$ cat config.mk
export PLATFORM = sky130hd
export DESIGN_NAME = dly_pool_sched
export DESIGN_NICKNAME = d
export VERILOG_FILES = /design/src/rtl/dly_pool_sched.sv
export SDC_FILE = /design/constraint.sdc
export NUM_CORES = 1
export LEC_CHECK = 0
export CAP_MARGIN = 30
export CELL_PAD_IN_SITES_DETAIL_PLACEMENT = 1
export CELL_PAD_IN_SITES_GLOBAL_PLACEMENT = 2
export CORE_AREA = 10 10 111 113
export CTS_CLUSTER_DIAMETER = 120
export DETAILED_ROUTE_END_ITERATION = 8
export DIE_AREA = 0 0 121 123
export GPL_TIMING_DRIVEN = 0
export PLACE_DENSITY_LB_ADDON = 0.1
export SYNTH_ARGS = -nofsm -noshare
export SYNTH_HDL_FRONTEND = slang
export SYNTH_SLANG_ARGS = --single-unit
export TNS_END_PERCENT = 30
$ cat constraint.sdc
create_clock -name clk -period 3.3 [get_ports clk]
set_clock_uncertainty 0.2 [all_clocks]
set_input_delay 0.495 -clock clk [delete_from_list [all_inputs] [get_ports clk]]
set_output_delay 0.495 -clock clk [all_outputs]
set_load 0.05 [all_outputs]
$ cat src/rtl/dly_pool_sched.sv
// Shared pool of countdown slots that hands out delayed one-cycle pulses to several requesters.
// Outputs decode registered slot state only, so req/dly never reach done/busy combinationally.
module dly_pool_sched #(
    parameter int NREQ  = 4,
    parameter int NSLOT = 2,
    parameter int W     = 8,
    parameter int IW    = (NREQ > 1) ? $clog2(NREQ) : 1
) (
    input  logic              clk,
    input  logic              reset,
    input  logic [NREQ-1:0]   req,
    input  logic [NREQ*W-1:0] dly,
    output logic [NREQ-1:0]   done,
    output logic [NREQ-1:0]   busy,
    output logic              ovf,
    output logic [IW-1:0]     ovf_id
);

    logic [NSLOT-1:0] active, nActive;
    logic [IW-1:0]    owner  [NSLOT];
    logic [IW-1:0]    nOwner [NSLOT];
    logic [W-1:0]     cnt    [NSLOT];
    logic [W-1:0]     nCnt   [NSLOT];
    logic             nOvf;
    logic [IW-1:0]    nOvfId;

    // A zero delay behaves like a one-tick delay.
    function automatic logic [W-1:0] loadVal(input logic [W-1:0] d);
        return (d == '0) ? W'(1) : d;
    endfunction

    // Retriggers reload their own slot first; remaining new requests then grab the
    // lowest free slot in ascending requester order. A slot firing this cycle is free.
    always_comb begin
        logic [NSLOT-1:0] taken;
        logic [NREQ-1:0]  retrig;
        logic             got;
        nActive = active;
        nOwner  = owner;
        nCnt    = cnt;
        nOvf    = 1'b0;
        nOvfId  = ovf_id;
        taken   = '0;
        retrig  = '0;
        got     = 1'b0;
        for (int s = 0; s < NSLOT; s++) begin
            if (active[s]) begin
                if (cnt[s] == W'(1)) nActive[s] = 1'b0;
                else                 nCnt[s]    = cnt[s] - W'(1);
            end
        end
        for (int i = 0; i < NREQ; i++) begin
            for (int s = 0; s < NSLOT; s++) begin
                if (req[i] && active[s] && owner[s] == IW'(i)) begin
                    nActive[s] = 1'b1;
                    nCnt[s]    = loadVal(dly[i*W +: W]);
                    taken[s]   = 1'b1;
                    retrig[i]  = 1'b1;
                end
            end
        end
        for (int i = 0; i < NREQ; i++) begin
            if (req[i] && !retrig[i]) begin
                got = 1'b0;
                for (int s = 0; s < NSLOT; s++) begin
                    if (!got && !taken[s] && (!active[s] || cnt[s] == W'(1))) begin
                        nActive[s] = 1'b1;
                        nOwner[s]  = IW'(i);
                        nCnt[s]    = loadVal(dly[i*W +: W]);
                        taken[s]   = 1'b1;
                        got        = 1'b1;
                    end
                end
                if (!got && !nOvf) begin
                    nOvf   = 1'b1;
                    nOvfId = IW'(i);
                end
            end
        end
    end

    // Slot state and the overflow flag/id registers.
    always_ff @(posedge clk or posedge reset) begin
        if (reset) begin
            active <= '0;
            ovf    <= 1'b0;
            ovf_id <= '0;
            for (int s = 0; s < NSLOT; s++) begin
                owner[s] <= '0;
                cnt[s]   <= '0;
            end
        end else begin
            active <= nActive;
            ovf    <= nOvf;
            ovf_id <= nOvfId;
            for (int s = 0; s < NSLOT; s++) begin
                owner[s] <= nOwner[s];
                cnt[s]   <= nCnt[s];
            end
        end
    end

    // Per-requester view of the slot pool.
    always_comb begin
        done = '0;
        busy = '0;
        for (int s = 0; s < NSLOT; s++) begin
            if (active[s]) begin
                busy[owner[s]] = 1'b1;
                if (cnt[s] == W'(1)) done[owner[s]] = 1'b1;
            end
        end
    end

endmodule

---- Word level (Yosys, flattened, before mapping) ----
Index checks and enable logic that the tools add are counted.
word-level totals
  memory bits (writable) .................. 0
  input port bits ......................... 38
  latch bits .............................. 0
  word-level logic and storage cells ...... 222
  bits in read-only memories .............. 0
  memories kept ........................... 0
  flip-flop bits (word level) ............. 25
  output and inout port bits .............. 11
operators by class
  bitwise operators ....................... 2
  multipliers ............................. 0
  reductions and logical operators ........ 69
  multiplexer cells ....................... 130
  divide/modulo/power cells ............... 0
  eq/ne operators ......................... 8
  $add $sub $neg .......................... 2
  shift-type cells ........................ 0
  magnitude comparators ................... 4
operators with widths
  cell                                                                number
  two-way mux 8 bit                                                   24
  two-way mux 1 bit                                                   67
  two-way mux 16 bit                                                  4
  two-way mux 2 bit                                                   23
  two-way mux 4 bit                                                   10
  logical AND 1 bit                                                   37
  logical NOT 8 bit                                                   4
  logical NOT 1 bit                                                   24
  == test 8 x 1 -> 1 bit (second input constant)                      2
  subtractor 8 x 1 -> 8 bit (second input constant)                   2
  == test 2 bit (second input constant)                               4
  OR 4 bit                                                            2
  less-than comparator 2 x 3 -> 1 bit (second input constant)         2
  demux 1 bit (select 2 bit)                                          2
  == test 2 x 1 -> 1 bit (second input constant)                      2
  greater-or-equal comparator 2 x 1 -> 1 bit (second input constant)  2
  logical NOT 2 bit                                                   2
  logical OR 1 bit                                                    2

---- Logic depth before layout (Yosys ltp) ----
  depth after elaboration ................. 46
  mapped depth ............................ 11
  gate-level depth less buffers ........... 9

---- Worst setup path after synthesis ----
Ideal clock, no wire load.
  path kind ............................... register -> output
  start point ............................. reg cnt[1] (netlist bit)
  end point ............................... out done[2]
  buffers on the path ..................... 0
  stages on the path, launching flop included .. 6
  arrival ................................. 2303 ps
  data required time ...................... 2605 ps
  slack ................................... 302 ps
  cells stage by stage .................... dfrtp_1 > inv_1 > ha_1 > nor4b_4 > nand2_1 > o32ai_1
on the way
  word-level cells in the longest chain between the ends .. 3
ends and longest elaborated chain
  item                               RTL line  source
  from (decl)                        22        logic [W-1:0] cnt [NSLOT];
  from (signal, indexed assignment)  98        cnt[s] <= nCnt[s];
  == test 8 x 1 -> 1 bit             110       if (cnt[s] == W'(1)) done[owner[s]] = 1'b1;
  two-way mux 4 bit                  110
  two-way mux 4 bit                  108       if (active[s]) begin
  to (decl)                          13        output logic [NREQ-1:0] done,
No other way between the ends.

---- Worst setup path in the final report ----
  start point ............................. reg cnt[9] (netlist bit)
  end point ............................... out done[2]
on the way
  word-level cells in the longest chain between the ends .. 6
ends and longest elaborated chain
  item                      RTL line
  == test 8 x 1 -> 1 bit *  110
  two-way mux 4 bit *       110
  two-way mux 4 bit *       108
  OR 4 bit (no line)        n/a
  two-way mux 4 bit         110
  two-way mux 4 bit *       108
Every way passes the cells marked *; elsewhere a longest branch is shown, timed or not.

==> flow_summary.json <==
{
  "status": "finished clean",
  "place.gp.congestion": 0.875,
  "p_leak_nw": 1.43,
  "regArea_um2": 626,
  "post-route-util_pct": 37.8,
  "clk_path_buf_depth": 2,
  "core_um2": 10100,
  "drv_cap": 0,
  "clock_latency_ps": 280,
  "timing.hold.ws_ps": 339,
  "worst_pin_slew_ps": 871,
  "timing.critical_path.buf_inv": 2,
  "n_fill_cell": 1224,
  "busiest_layer": "met2",
  "cts_root_buffer": "clkbuf_8",
  "die_w_um": 121,
  "comb_power_share_pct": 67.9,
  "synth_warnings": 0,
  "crit_family": "simple AND/OR/NAND/NOR gates",
  "min_from": "ovf_id[0]$_DFF_PP0_",
  "path_cells": "inv_1, ha_1, nor4b_4, nand2_1, o32ai_1, dlygate4sd2_1",
  "intPower_w": 0.00123,
  "grt.total_usage_pct": 19.6,
  "multiInputGateArea_um2": 2310,
  "grt_setup_unrepaired": "yes",
  "cts_tree": "done",
  "switching_power_w": 0.00134,
  "use_met3_pct": 2.51,
  "ys_ff_latch": 25,
  "fmaxAchievable_mhz": 314,
  "critPathCaptureType": "primary output",
  "nNetsFinal": 514,
  "grt_overflow": 0,
  "finalHoldViolations": 0,
  "clkPwrFrac_pct": 7.9,
  "finalMaxSlewViolations": 0,
  "wirelength_mm": 14.9,
  "syn_to_final_growth_pct": 24.7,
  "drc_errors": 0,
  "min_period_over_period_pct": 96.5,
  "dr.pass1.iters": 6,
  "holdPathEnd": "ovf_id[0]$_DFF_PP0_",
  "grt_pass1_wl_mm": 23.2,
  "clock_sinks": 25,
  "via_per_inst": 6.37,
  "path_clk_slew_ps": 100,
  "die_area_um2": 14900,
  "slew_headroom_pct": 41.7,
  "reg2reg_from": "cnt[9]$_DFF_PP0_",
  "worstSetupStartpointType": "flop",
  "initial_core_util_pct": 30.3,
  "grt_max_degree": 15,
  "antenna_cells": 0,
  "path_max_fanout": 7,
  "cts_buffers": 3,
  "antenna_found_initial": 0,
  "first_global_vias": 4012,
  "cts_hold_buf": 0,
  "drtIter0Drc": 255,
  "final_cell_area_um2": 3830,
  "hold_class": "reg2reg",
  "worstPathArrival_ps": 2490,
  "vias": 3864,
  "fin_tns_setup_ps": 0,
  "synthesis.instances": 412,
  "grt_use_met2_pct": 32.1,
  "synth_edf_count": 0,
  "vdd_drop_max_v": 0.000319,
  "total_power_w": 0.00257,
  "portBuffers": 48,
  "hpwl_mm": 11.5,
  "crit_slowest_cell": "dlygate4sd2_1",
  "io-pin-count": 49,
  "seq_area_frac_synth_pct": 20.4,
  "rows": 37,
  "switching_share_pct": 52.0,
  "synth_cell_types": 69,
  "critical_path_class": "reg2out",
  "rr_endpoint": "cnt[8]$_DFF_PP0_",
  "layout-drive-gt1-share_pct": 11.7,
  "syn_area_per_cell_um2": 7.45,
  "p_seq_share_pct": 24.3,
  "async_reset_ff_share_pct": 100,
  "setup_viol": 0,
  "antenna_left": 0,
  "worst_hold_path.num_cells": 1,
  "synthesis.area_um2": 3070,
  "critPathRequiredTime_ps": 2600,
  "drt-wirelength-per-cell_um": 24.6,
  "power.density_nw_per_um2": 671,
  "placed_area_um2": 3750,
  "synth-main-ff-cell": "dfrtp_1",
  "die_y_um": 123,
  "finalCriticalPeriod_ps": 3180,
  "synth_fp_nets": 454,
  "htreeDepth": 1,
  "grt_util_met1_pct": 26.0,
  "rr_worst_depth": 10,
  "reg2reg_slack_ps": 180,
  "cpPeakStageDelay_ps": 560
}
## cell families (layout without fill, tap and decap cells)
family,after synthesis,in the layout,share of synthesized area (%)
flops,25,25,20.4
xor+xnor,4,4,1.14
buf+inv,31,90,4.69
simple gates,161,161,29.7
fa+ha+maj,5,5,2.00
mux,8,8,2.81
compound gates,178,178,39.2
## registers in the layout (all words and copies together), names as in the netlist
name    flops
cnt        16
owner       4
active      2
ovf         1
ovf_id      2
## worst max path at each step
stage,startpoint,cells after the start,to
final,cnt[9]$_DFF_PP0_,6,done[2]
after global routing,cnt[9]$_DFF_PP0_,10,cnt[8]$_DFF_PP0_
after CTS,cnt[9]$_DFF_PP0_,6,done[3]
after detailed placement,req[3],11,cnt[4]$_DFF_PP0_
after global placement,req[3],11,cnt[4]$_DFF_PP0_
after floorplan,cnt[1]$_DFF_PP0_,5,done[2]
## cell usage in the layout, fill, tap and decap left out, types with 4 or more instances in the layout
cell and count:
nand4_1 4, clkbuf_2 5, nand3_1 19, ha_1 4
nor2_1 28, o21ai_0 32, a21o_1 4, o22ai_1 21
nor3_1 16, xnor2_1 4, clkdlybuf4s50_1 41, clkbuf_1 6
o211ai_1 11, nor4_1 6, or3_1 5, dfrtp_1 25
and3_1 5, mux2i_1 6, buf_2 13, a22oi_1 7
a211oi_1 9, a21oi_1 37, buf_4 6, nand2_1 41
inv_1 10, o221ai_1 5, nor3_2 4, a221oi_1 8
a211o_1 7, a31oi_1 11
## metrics by stage
stage	worst slack [ps]	std cells
6_report	116	607
5_1_grt	-28.4	607
4_1_cts	5.02	601
3_5_place_dp	-372	597
3_3_place_gp	-380	596
2_1_floorplan	302	412
## layout make-up
type,instances,area share (%)
Buffer,21,2.81
Clock buffer,4,1.18
Tap cell,136,4.44
Sequential cell,25,16.3
Timing Repair Buffer,55,14.0
Multi-Input combinational cell,356,60.3
Inverter,10,0.980
## per-layer routing
| metal | up-vias | share of wire (%) |
|---|---|---|
| li1 | 1752 | - |
| met5 | - | 0 |
| met4 | 0 | 2.8 |
| met3 | 33 | 5.0 |
| met2 | 162 | 47 |
| met1 | 1917 | 45 |
## cells in the mapped netlist, drive strengths merged, types with 2 or more instances
cell type	count	area share, %
a31oi	11	2.2
nand3b	3	0.73
ha	4	1.6
o22ai	21	4.3
o21ai	34	5.5
nor4b	2	1.5
nor2b	2	0.41
o21a	3	0.73
buf	15	2.7
inv	10	1.2
a21oi	37	6.0
nand4b	2	0.57
a22oi	7	1.7
a21boi	3	0.86
dfrtp	25	20
nand4bb	2	0.73
or3b	5	1.4
a21o	4	0.98
a221oi	8	2.3
nor2	31	4.4
mux2i	6	2.0
a211oi	11	3.3
and4b	2	0.65
and3	5	1.0
o221ai	5	1.4
clkbuf	6	0.73
o211ai	11	2.7
nand3	20	3.3
a211o	8	2.6
xnor2	4	1.1
nand2	42	5.1
nor4	6	1.2
nor3	22	5.0
and2	2	0.41
a221o	3	0.98
nand4	4	0.81
mux2	2	0.86
a222oi	3	0.98
or2	2	0.41
or3	5	1.0
## timing repair
item / in CTS / in global routing
pin swaps: 0 / 3
setup buffers: 0 / 6
cloned: 0 / 0
gates resized for setup: 7 / 9
endpoints found under the setup margin: 12 / 18
## worst reg2reg max path, stage by stage, from the launching register on
cell and delay (ps):
dfrtp_1 410, inv_1 130, ha_1 210, nor4b_4 390, a21boi_1 280, nor2_4 290
buf_2 280, nand3_2 200, nand2_1 200, nor2_1 90, a222oi_1 340
## power groups by stage
stage | logic, W | clock network (W) | registers (W)
final | 0.00174 | 0.000203 | 0.000623
after CTS | 0.00173 | 0.000215 | 0.000619
after floorplan | 0.00116 | 0 | 0.000631
after detailed placement | 0.00173 | 0 | 0.000621
after global routing | 0.00191 | 0.000226 | 0.000648
after global placement | 0.00169 | 0 | 0.000618
(Power assumes the default switching activity.)
==> RTL change (same flow settings) <==
Register the inputs `req` and `dly` before use. The logic sees them one clock later. Comments in the files are not updated.
--- a/src/rtl/dly_pool_sched.sv
+++ b/src/rtl/dly_pool_sched.sv
@@ -15,6 +15,14 @@
     output logic              ovf,
     output logic [IW-1:0]     ovf_id
 );
+
+    logic [NREQ-1:0] req_q;
+    logic [NREQ*W-1:0] dly_q;
+
+    always_ff @(posedge clk) begin
+        req_q <= req;
+        dly_q <= dly;
+    end
 
     logic [NSLOT-1:0] active, nActive;
     logic [IW-1:0]    owner  [NSLOT];
@@ -51,22 +59,22 @@
         end
         for (int i = 0; i < NREQ; i++) begin
             for (int s = 0; s < NSLOT; s++) begin
-                if (req[i] && active[s] && owner[s] == IW'(i)) begin
+                if (req_q[i] && active[s] && owner[s] == IW'(i)) begin
                     nActive[s] = 1'b1;
-                    nCnt[s]    = loadVal(dly[i*W +: W]);
+                    nCnt[s]    = loadVal(dly_q[i*W +: W]);
                     taken[s]   = 1'b1;
                     retrig[i]  = 1'b1;
                 end
             end
         end
         for (int i = 0; i < NREQ; i++) begin
-            if (req[i] && !retrig[i]) begin
+            if (req_q[i] && !retrig[i]) begin
                 got = 1'b0;
                 for (int s = 0; s < NSLOT; s++) begin
                     if (!got && !taken[s] && (!active[s] || cnt[s] == W'(1))) begin
                         nActive[s] = 1'b1;
                         nOwner[s]  = IW'(i);
-                        nCnt[s]    = loadVal(dly[i*W +: W]);
+                        nCnt[s]    = loadVal(dly_q[i*W +: W]);
                         taken[s]   = 1'b1;
                         got        = 1'b1;
                     end
Formal check against the unedited RTL: not equivalent (a bounded check fails within 4 cycles, from zero or initial values and one cycle with reset high).
==> RTL change against the original RTL <==
Non-clock buffer count fell by 3; global-route usage increased by 1.1 points; area after synthesis rose by 25%; sequential share of layout area increased by 12 points; final cell count up 7.4%; combinational power is 28% higher; sequential cell count grew 36; worst setup slack improved by 0.026 ns; largest power group unchanged; power rose by 63%; fmax rose by 0.81%; cell area grew 26%; wire length grew 4.3%.
==> RTL change: results (changes against the original RTL) <==
metric,value,unit,change
clock transition at the registers of the reported paths,0.08,ns,-0.02 ns
number of hold buffers added after CTS,0,,unchanged
via count of the first global-routing pass,4200,,+4.7%
combined global-route utilization of all metal layers,20.7,%,+1.1 points
"Clk Latency, worst-skew pair",0.37,ns,+0.09 ns
Detailed Routing Iterations Pass 1,5,,-1
final-stage net count,553,,+7.6%
post-synthesis mux area share,2.11,%,-0.70 points
largest net degree at the start of global routing,15,,unchanged
number of buffers on the longest clock path,2,,unchanged
outcome,"complete, no violations",,
post-detailed-placement half-perimeter wirelength,11.8,mm,+2.5%
number of DRC markers after the initial detailed-route iteration,323,,+27%
highest ir drop seen on vdd,0.310,mV,-2.8%
fraction of layout cells with a size suffix above 1,14.1,%,+2.5 points
xor/xnor cell area share of the yosys netlist,1.33,%,+0.19 points
Antenna Diode Count,0,,unchanged
arrival time of data at the critical path endpoint,2.46,ns,-0.03 ns
Register-to-Register Setup Slack,0.21,ns,+0.03 ns
total placed instance area,4530,um^2,+21%
worst-margin pin slew,1.05,ns,+0.174 ns
CTS buffer count,9,,+6
highest cell delay on the worst timing path,0.62,ns,+0.06 ns
YS warnings,0,,unchanged
total length of routed wires,15.5,mm,+4.3%
Final Wtd Congestion,0.896,,+2.5%
sequential element share of the synthesized area,34.9,%,+15 points
share of the synthesized area in compound gates (AO/OA/AOI/OAI),33.0,%,-6.2 points
leakage power,1.85,nW,+30%
initial antenna violation count,0,,unchanged
Worst Path Max Fanout,8,,+1
number of nets in the synthesized netlist,491,,+8.1%
H-Tree Depth,3,,+2
origin of the critical flop-to-flop path,active[1],,
Post-Synth Adder-Cell Area,1.30,%,-0.70 points
commonest cells in the synthesized netlist,"46 x a21oi_1, 42 x nand2_1, 36 x dfxtp_1",,
number of buffers added on ports,48,,unchanged
library cell used as clock root buffer,clkbuf_8,,
CP max-delay cell,nor4_1,,
cell family contributing the most delay on the critical path,simple AND/OR/NAND/NOR gates,,
Worst Hold Class,in -> async,,
leading register cell type out of synthesis,dfxtp_1,,
startpoint of the worst setup timing path,cnt[2],,
first-pass GRT wire length,24.0,mm,+3.5%
Vias per Instance,6.31,,-0.90%
reg-to-reg endpoint,cnt[5],,
top post-synthesis cells by area,"dfxtp_1 19%, dfrtp_1 16%, a21oi_1 6.0%, nand2_1 4.1%, o21ai_0 3.5%",,
count of filler cells inserted in the layout,1186,,-3.1%
registers with the most flip-flops,"dly_q x32, cnt x16",,
depth of the worst register-to-register path,9,,-1
Synth cell types,79,,+14%
"Async S/R FF share, synth",41.0,%,-59 points
Int Power,2.31,mW,+87%
==> RTL change: how the worst max path moves through the flow <==
stage,cells after the start,to
2_1_floorplan,5,done[0]
3_3_place_gp,6,done[3]
3_5_place_dp,6,done[1]
4_1_cts,9,cnt[4]
5_1_grt,4,done[0]
6_report,4,done[0]
==> RTL change: per-stage QoR <==
step	cells	worst slack, ns	util (%)	hold WS [ns]
floorplan	449	0.658	-	0.261
global placement	633	0.0927	44.4	0.299
detailed placement	634	0.0937	44.7	0.307
CTS	650	0.0871	47.2	0.292
global route	652	0.0295	47.6	0.331
finish	652	0.141	47.6	0.277
==> RTL change: power groups by stage <==
| stage | combinational, mW | clock (mW) | sequential, mW |
|---|---|---|---|
| floorplan | 1.55 | 0 | 1.13 |
| global placement | 2.14 | 0 | 1.12 |
| detailed placement | 2.18 | 0 | 1.13 |
| CTS | 2.20 | 0.859 | 1.12 |
| global route | 2.43 | 0.893 | 1.14 |
| finish | 2.22 | 0.849 | 1.12 |
==> RTL change: routing by layer <==
metal	part of all wire (%)	track usage (%)	up-vias	wire length, um
met5	0	0	-	0
met3	6.4	3.69	35	995
met1	44	26.1	2036	6820
met2	47	33.6	178	7240
li1	-	-	1864	-
met4	3.1	10.3	0	476
==> RTL change: area by class of cell <==
| class | instances | share of cell area, % |
|---|---|---|
| multi-input combinational | 353 | 48.9 |
| sequential | 61 | 27.9 |
| timing repair buffer | 51 | 10.9 |
| tap | 136 | 3.53 |
| buffer | 22 | 2.59 |
| clock buffer | 9 | 2.57 |
| clock inverter | 7 | 2.54 |
| inverter | 13 | 1.01 |
==> RTL change: repair_timing <==
item,4_1_cts,5_1_grt
hold endpoints to repair,0,0
cloned,0,0
endpoints found under the setup margin,4,17
gates resized for setup,12,5
setup buffers,0,2
